<file path="src/rtl/dir_coherence_pkg.sv">
// Shared coherence definitions for the directory state machine.
//   coh_state_t : 2-bit line state
//   INVALID / SHARED / MODIFIED : state encodings (2'b01 is reserved)
//   OP_READ / OP_WRITE          : processor opcode encodings
//   normState()                 : folds the reserved encoding onto INVALID
package dir_coherence_pkg;

   typedef logic [1:0] coh_state_t;

   localparam coh_state_t INVALID  = 2'b00;
   localparam coh_state_t SHARED   = 2'b10;
   localparam coh_state_t MODIFIED = 2'b11;

   localparam logic OP_READ  = 1'b0;
   localparam logic OP_WRITE = 1'b1;

   // 2'b01 never leaves this block as a decoded state; it behaves as INVALID.
   function automatic coh_state_t normState(input coh_state_t s);
      return (s == SHARED || s == MODIFIED) ? s : INVALID;
   endfunction

endpackage

</file>
<file path="src/rtl/directory_state_machine_if.sv">
// Processor-side and snooped-bus signal bundle for directory_state_machine.
//   master : requester side (drives requests/snoops, receives results)
//   slave  : state machine side
//   cpu_*  : request strobe, opcode, hit, line state; miss/invalidate/write_back
//            messages and next line state
//   bus_*  : snoop strobe, incoming messages, line state; next line state and
//            write_back
interface directory_state_machine_if;
   import dir_coherence_pkg::*;

   logic       cpu_valid;
   logic       cpu_op;
   logic       cpu_hit;
   coh_state_t cpu_state;
   logic       cpu_read_miss;
   logic       cpu_write_miss;
   logic       cpu_invalidate;
   logic       cpu_write_back;
   coh_state_t cpu_new_state;

   logic       bus_valid;
   logic       bus_read_miss;
   logic       bus_write_miss;
   logic       bus_invalidate;
   coh_state_t bus_state;
   coh_state_t bus_new_state;
   logic       bus_write_back;

   modport master (
      output cpu_valid, cpu_op, cpu_hit, cpu_state,
      output bus_valid, bus_read_miss, bus_write_miss, bus_invalidate, bus_state,
      input  cpu_read_miss, cpu_write_miss, cpu_invalidate, cpu_write_back,
      input  cpu_new_state, bus_new_state, bus_write_back
   );

   modport slave (
      input  cpu_valid, cpu_op, cpu_hit, cpu_state,
      input  bus_valid, bus_read_miss, bus_write_miss, bus_invalidate, bus_state,
      output cpu_read_miss, cpu_write_miss, cpu_invalidate, cpu_write_back,
      output cpu_new_state, bus_new_state, bus_write_back
   );

endinterface

</file>
<file path="src/rtl/directory_state_machine_bus_snoop.sv">
// Combinational snoop response: next state and write_back for the line
// addressed by an incoming interconnect message.
//   valid, readMiss, writeMiss, invalidate : snooped message
//   state                                  : current line state
//   newState, writeBack                    : response (unregistered)
module dsm_bus_snoop
   import dir_coherence_pkg::*;
(
   input  logic       valid,
   input  logic       readMiss,
   input  logic       writeMiss,
   input  logic       invalidate,
   input  coh_state_t state,
   output coh_state_t newState,
   output logic       writeBack
);

   logic anyMsg;
   // write_miss and invalidate both take ownership away; either outranks read_miss.
   logic kill;

   assign anyMsg = valid & (readMiss | writeMiss | invalidate);
   assign kill   = writeMiss | invalidate;

   always_comb begin
      newState  = state;
      writeBack = 1'b0;
      if (anyMsg) begin
         case (normState(state))
            SHARED: begin
               newState = kill ? INVALID : SHARED;
            end
            MODIFIED: begin
               newState  = kill ? INVALID : SHARED;
               writeBack = 1'b1;
            end
            default: begin
               newState = INVALID;
            end
         endcase
      end
   end

endmodule

</file>
<file path="src/rtl/directory_state_machine.sv">
// MSI-style coherence state machine for one cache port. Each cycle the
// processor request and the snooped bus message are resolved independently;
// every result is registered (one cycle of latency).
//   clk, rst_n : clock, asynchronous active-low reset
//   dir        : request/snoop bundle (slave side)
module directory_state_machine
   import dir_coherence_pkg::*;
(
   input  logic                        clk,
   input  logic                        rst_n,
   directory_state_machine_if.slave    dir
);

   logic       cRm, cWm, cInv, cWb;
   coh_state_t cNs;
   coh_state_t bNs;
   logic       bWb;

   // Processor side. Only one interconnect message is ever chosen per request.
   always_comb begin
      cRm  = 1'b0;
      cWm  = 1'b0;
      cInv = 1'b0;
      cWb  = 1'b0;
      cNs  = dir.cpu_state;
      if (dir.cpu_valid) begin
         case (normState(dir.cpu_state))
            SHARED: begin
               if (dir.cpu_op == OP_WRITE) begin
                  cNs  = MODIFIED;
                  cInv = dir.cpu_hit;
                  cWm  = ~dir.cpu_hit;
               end else begin
                  cNs = SHARED;
                  cRm = ~dir.cpu_hit;
               end
            end
            MODIFIED: begin
               if (dir.cpu_hit) begin
                  cNs = MODIFIED;
               end else begin
                  // Replacing a dirty line: evict it alongside the miss.
                  cWb = 1'b1;
                  if (dir.cpu_op == OP_WRITE) begin
                     cWm = 1'b1;
                     cNs = MODIFIED;
                  end else begin
                     cRm = 1'b1;
                     cNs = SHARED;
                  end
               end
            end
            default: begin
               // INVALID (and reserved): always a miss, hit is meaningless.
               if (dir.cpu_op == OP_WRITE) begin
                  cWm = 1'b1;
                  cNs = MODIFIED;
               end else begin
                  cRm = 1'b1;
                  cNs = SHARED;
               end
            end
         endcase
      end
   end

   dsm_bus_snoop uSnoop (
      .valid      (dir.bus_valid),
      .readMiss   (dir.bus_read_miss),
      .writeMiss  (dir.bus_write_miss),
      .invalidate (dir.bus_invalidate),
      .state      (dir.bus_state),
      .newState   (bNs),
      .writeBack  (bWb)
   );

   always_ff @(posedge clk or negedge rst_n) begin
      if (!rst_n) begin
         dir.cpu_read_miss  <= 1'b0;
         dir.cpu_write_miss <= 1'b0;
         dir.cpu_invalidate <= 1'b0;
         dir.cpu_write_back <= 1'b0;
         dir.cpu_new_state  <= INVALID;
         dir.bus_new_state  <= INVALID;
         dir.bus_write_back <= 1'b0;
      end else begin
         dir.cpu_read_miss  <= cRm;
         dir.cpu_write_miss <= cWm;
         dir.cpu_invalidate <= cInv;
         dir.cpu_write_back <= cWb;
         dir.cpu_new_state  <= cNs;
         dir.bus_new_state  <= bNs;
         dir.bus_write_back <= bWb;
      end
   end

endmodule

</file>
<file path="src/flat_wrapper.sv">
// flat-port wrapper written by rule: the top's interface ports become plain ports
module directory_state_machine_flat import dir_coherence_pkg::*;
  (clk, rst_n, dir_cpu_valid, dir_cpu_op, dir_cpu_hit, dir_cpu_state, dir_bus_valid, dir_bus_read_miss, dir_bus_write_miss, dir_bus_invalidate, dir_bus_state, dir_cpu_read_miss, dir_cpu_write_miss, dir_cpu_invalidate, dir_cpu_write_back, dir_cpu_new_state, dir_bus_new_state, dir_bus_write_back);
  directory_state_machine_if dir_i ();
  input  logic clk;
  input  logic rst_n;
  input wire logic [$bits(dir_i.cpu_valid)-1:0] dir_cpu_valid;
  input wire logic [$bits(dir_i.cpu_op)-1:0] dir_cpu_op;
  input wire logic [$bits(dir_i.cpu_hit)-1:0] dir_cpu_hit;
  input wire logic [$bits(dir_i.cpu_state)-1:0] dir_cpu_state;
  input wire logic [$bits(dir_i.bus_valid)-1:0] dir_bus_valid;
  input wire logic [$bits(dir_i.bus_read_miss)-1:0] dir_bus_read_miss;
  input wire logic [$bits(dir_i.bus_write_miss)-1:0] dir_bus_write_miss;
  input wire logic [$bits(dir_i.bus_invalidate)-1:0] dir_bus_invalidate;
  input wire logic [$bits(dir_i.bus_state)-1:0] dir_bus_state;
  output wire logic [$bits(dir_i.cpu_read_miss)-1:0] dir_cpu_read_miss;
  output wire logic [$bits(dir_i.cpu_write_miss)-1:0] dir_cpu_write_miss;
  output wire logic [$bits(dir_i.cpu_invalidate)-1:0] dir_cpu_invalidate;
  output wire logic [$bits(dir_i.cpu_write_back)-1:0] dir_cpu_write_back;
  output wire logic [$bits(dir_i.cpu_new_state)-1:0] dir_cpu_new_state;
  output wire logic [$bits(dir_i.bus_new_state)-1:0] dir_bus_new_state;
  output wire logic [$bits(dir_i.bus_write_back)-1:0] dir_bus_write_back;
  assign dir_i.cpu_valid = dir_cpu_valid;
  assign dir_i.cpu_op = dir_cpu_op;
  assign dir_i.cpu_hit = dir_cpu_hit;
  assign dir_i.cpu_state = dir_cpu_state;
  assign dir_i.bus_valid = dir_bus_valid;
  assign dir_i.bus_read_miss = dir_bus_read_miss;
  assign dir_i.bus_write_miss = dir_bus_write_miss;
  assign dir_i.bus_invalidate = dir_bus_invalidate;
  assign dir_i.bus_state = dir_bus_state;
  assign dir_cpu_read_miss = dir_i.cpu_read_miss;
  assign dir_cpu_write_miss = dir_i.cpu_write_miss;
  assign dir_cpu_invalidate = dir_i.cpu_invalidate;
  assign dir_cpu_write_back = dir_i.cpu_write_back;
  assign dir_cpu_new_state = dir_i.cpu_new_state;
  assign dir_bus_new_state = dir_i.bus_new_state;
  assign dir_bus_write_back = dir_i.bus_write_back;
  directory_state_machine u_core (.clk(clk), .rst_n(rst_n), .dir(dir_i));
endmodule
</file>
<file path="config.mk">
export PLATFORM = sky130hd
export DESIGN_NAME = directory_state_machine_flat
export DESIGN_NICKNAME = d
export VERILOG_FILES = /design/src/rtl/dir_coherence_pkg.sv /design/src/rtl/directory_state_machine_if.sv /design/src/rtl/directory_state_machine_bus_snoop.sv /design/src/rtl/directory_state_machine.sv /design/src/flat_wrapper.sv
export SDC_FILE = /design/constraint.sdc
export NUM_CORES = 1
export LEC_CHECK = 0
export CAP_MARGIN = 10
export CORE_AREA = 3 3 40 42
export CTS_CLUSTER_DIAMETER = 100
export DETAILED_ROUTE_END_ITERATION = 10
export DIE_AREA = 0 0 43 45
export DONT_BUFFER_PORTS = 1
export REMOVE_ABC_BUFFERS = 1
export SKIP_LAST_GASP = 1
export SLEW_MARGIN = 30
export SYNTH_ARGS = -nofsm -noshare
export SYNTH_HDL_FRONTEND = slang
export SYNTH_HIERARCHICAL = 1
export SYNTH_SLANG_ARGS = --single-unit
</file>
<file path="constraint.sdc">
create_clock -name clk -period 0.9 [get_ports clk]
set_input_delay 0.225 -clock clk [delete_from_list [all_inputs] [get_ports clk]]
set_output_delay 0.225 -clock clk [all_outputs]
set_load 0.01 [all_outputs]
</file>
==> results.yml <==
timing:
  maxClockFrequency_mhz: 1140
  fin_hold_ws_ns: 0.0347
  layout_worst_path_cycle_share_pct: 97.9
  final_sum_of_negative_setup_slack_ns: 0
  min_period_ns: 0.881
  drv_slew: 0
  timing.final.hold_violations: 0
  setup_repair_after_global_routing_missed_its_margin: "yes"
  setup_violations: 0
  slew_headroom_pct: 75.1
  final_critical_path_setup_slack_ns: 0.0191
  worst_pin_slew_ns: 0.373
synth:
  ys_dominant_reg_cell: "sky130_fd_sc_hd__dfrtp_1"
  netlist_top_cells_area: "sky130_fd_sc_hd__dfrtp_1 (68%), sky130_fd_sc_hd__and2_1 (3.8%), sky130_fd_sc_hd__o31ai_2 (3.8%)"
  syn_area_per_cell_um2: 13.2
  yosys.area.top_type_share_pct: 68.4
  count_of_synthesis_stage_warnings_from_yosys: 6
  synthTopCellsByCount: "sky130_fd_sc_hd__dfrtp_1 (9), sky130_fd_sc_hd__nand2_1 (3), sky130_fd_sc_hd__and2_1 (2), sky130_fd_sc_hd__o21ai_0 (2)"
  sequential_area_share_after_synthesis_pct: 68.4
  ys_types: 13
  netlist_instances: 25
  proportion_of_register_bits_with_asynchronous_set_or_reset_after_synthesis_pct: 100
  synth_edf_count: 0
  synth_seq_cells: 9
  post-synth-top-count-cell: "sky130_fd_sc_hd__dfrtp_1"
  mappedNetlistArea_um2: 329
  synthDominantAreaCellType: "sky130_fd_sc_hd__dfrtp_1"
clock_tree:
  clk_root_buffer_cell: "sky130_fd_sc_hd__clkbuf_4"
  tritoncts: "done"
  cts_sink_cnt: 9
  post_cts_buffers: 0
  clock_tree.buffer_depth: 2
  cts-buffers-inserted: 3
  post_cts_resize_count: 0
  clkSlewWorstSetupHoldPaths_ns: 0.06
  htree_num_levels: 1
final_layout:
  final_nets: 44
  final.fill_count: 139
  utilization_pct: 29.9
  diodes: 0
  flow.area_growth_from_synthesis_pct: 16.7
  layout-drive-gt1-share_pct: 23.3
  postLayoutCellArea_um2: 384
power_and_ir_drop:
  power.switching_mw: 0.159
  switching_share_pct: 20.6
  ir_worst_vdd_mv: 0.476
  seqPwrFrac_pct: 57.3
  comb_power_share_pct: 5.1
  leakage_nw: 0.179
  intPower_mw: 0.614
  power_per_cell_area_nw_per_um2: 2010
  part_of_the_power_in_the_clock_network_pct: 37.7
floorplanning:
  pin_count: 22
  design.die.area_um2: 1940
  placementRows: 13
  core_area_um2: 1280
  dieWidth_um: 43
  floorplan.die.height_um: 45
  floorplan.initialDensity_pct: 25.6
grt:
  grt-ovfl-total: 0
  antenna_found_initial: 0
  grt.total_usage_pct: 8.51
  maximum_number_of_pins_on_one_net_before_global_route_repair: 10
  first_global_vias: 243
  grt_first_pass_wirelength_um: 1100
critical_path:
  worstPathRequired_ns: 0.67
  path_class: "reg2out"
  crit_path_max_fanout: 1
  worst_setup_ep: "dir_cpu_new_state[0]"
  startpoint: "u_core/dir.cpu_new_state[0]"
  critical_path_arrival_ns: 0.66
  timing.critical_path.to_type: "output port"
  path_depth: 0
  timing.critical_path.from_type: "flip-flop"
routing:
  vias_per_cell: 4.56
  detailedRoute.firstIterationViolations: 1
  finalWirelength_um: 636
  post_drt_wl_per_cell_um: 14.1
  number_of_drc_violations_after_detailed_routing: 0
  count_of_nets_left_with_antenna_violations_after_detail_routing: 0
  drtPass1Iterations: 2
  vias: 205
min_path:
  hold_path.class: "in2reg"
placement:
  placedInstanceArea_um2: 348
  post-place-ws_ns: 0.209
  gp_congestion: 0.601
  port-buffer-count: 0
job:
  count_of_max_cap_constraint_violations: 0
status:
  result_of_the_run: "finished, final reports clean"
[how the worst min path moves through the flow]
stage	start	end	depth (start not counted)
floorplan	rst_n	u_core/dir.bus_new_state[0]	0
global placement	rst_n	u_core/dir.bus_new_state[1]	0
detailed placement	rst_n	u_core/dir.cpu_write_back	0
CTS	dir_cpu_state[0]	u_core/dir.cpu_invalidate	1
global route	dir_cpu_state[0]	u_core/dir.cpu_invalidate	1
finish	dir_cpu_state[0]	u_core/dir.cpu_invalidate	1
[power groups by stage]
stage                     logic, mW  clock network, mW  registers, mW
after floorplan              0.0246                  0          0.448
after global placement       0.0264                  0          0.451
after detailed placement     0.0295                  0          0.451
after CTS                    0.0400              0.308          0.444
after global routing         0.0466              0.326          0.446
final                        0.0391              0.291          0.443
[flip-flops by register name, indices dropped and copies added (netlist names)]
signal,cells
u_core/dir.cpu_new_state,2
u_core/dir.bus_new_state,2
u_core/dir.cpu_write_miss,1
u_core/dir.cpu_read_miss,1
u_core/dir.cpu_write_back,1
u_core/dir.bus_write_back,1
u_core/dir.cpu_invalidate,1
[cell type report]
| type | count | area [um^2] | share of cell area (%) |
|---|---|---|---|
| tap | 15 | 18.8 | 4.89 |
| sequential | 9 | 225 | 58.6 |
| clock buffer | 4 | 26.3 | 6.84 |
| inverter | 1 | 3.75 | 0.977 |
| multi-input combinational | 15 | 100 | 26.1 |
| timing repair buffer | 1 | 10.0 | 2.61 |
[placed cells by master (no fill, tap or decap), drive strengths merged]
cell and count:
clkbuf 4, nor3 1, nor2 1, and2b 1, nand2 3, dfrtp 9
and2 2, o31ai 1, a21boi 1, or2 1, a21oi 1, and4b 1
o21ai 2, dlygate4sd3 1, inv 1
[layer usage]
| layer | wire length, um | up-vias | global-route usage, % |
|---|---|---|---|
| li1 | - | 92 | - |
| met1 | 184 | 107 | 6.48 |
| met2 | 441 | 6 | 15.3 |
| met3 | 11 | 0 | 2.39 |
| met4 | 0 | 0 | 10.8 |
| met5 | 0 | - | 0 |
[repair_timing]
item / in CTS / in global routing
hold buffers: 1 / 0
endpoints found under the setup margin: 0 / 9
endpoints found under the hold margin: 9 / 0
[metrics by stage]
step	cells	power, mW
floorplan	25	0.472
global placement	40	0.478
detailed placement	40	0.481
CTS	45	0.792
global route	45	0.818
finish	45	0.773
[cells by family after synthesis]
group | after synthesis | synth area share [%]
and+or+nand+nor | 10 | 18.6
AOI/OAI and AO/OA | 5 | 11.8
buffers and inverters | 1 | 1.14
DFF | 9 | 68.4
Power figures use the tool's default switching activity.
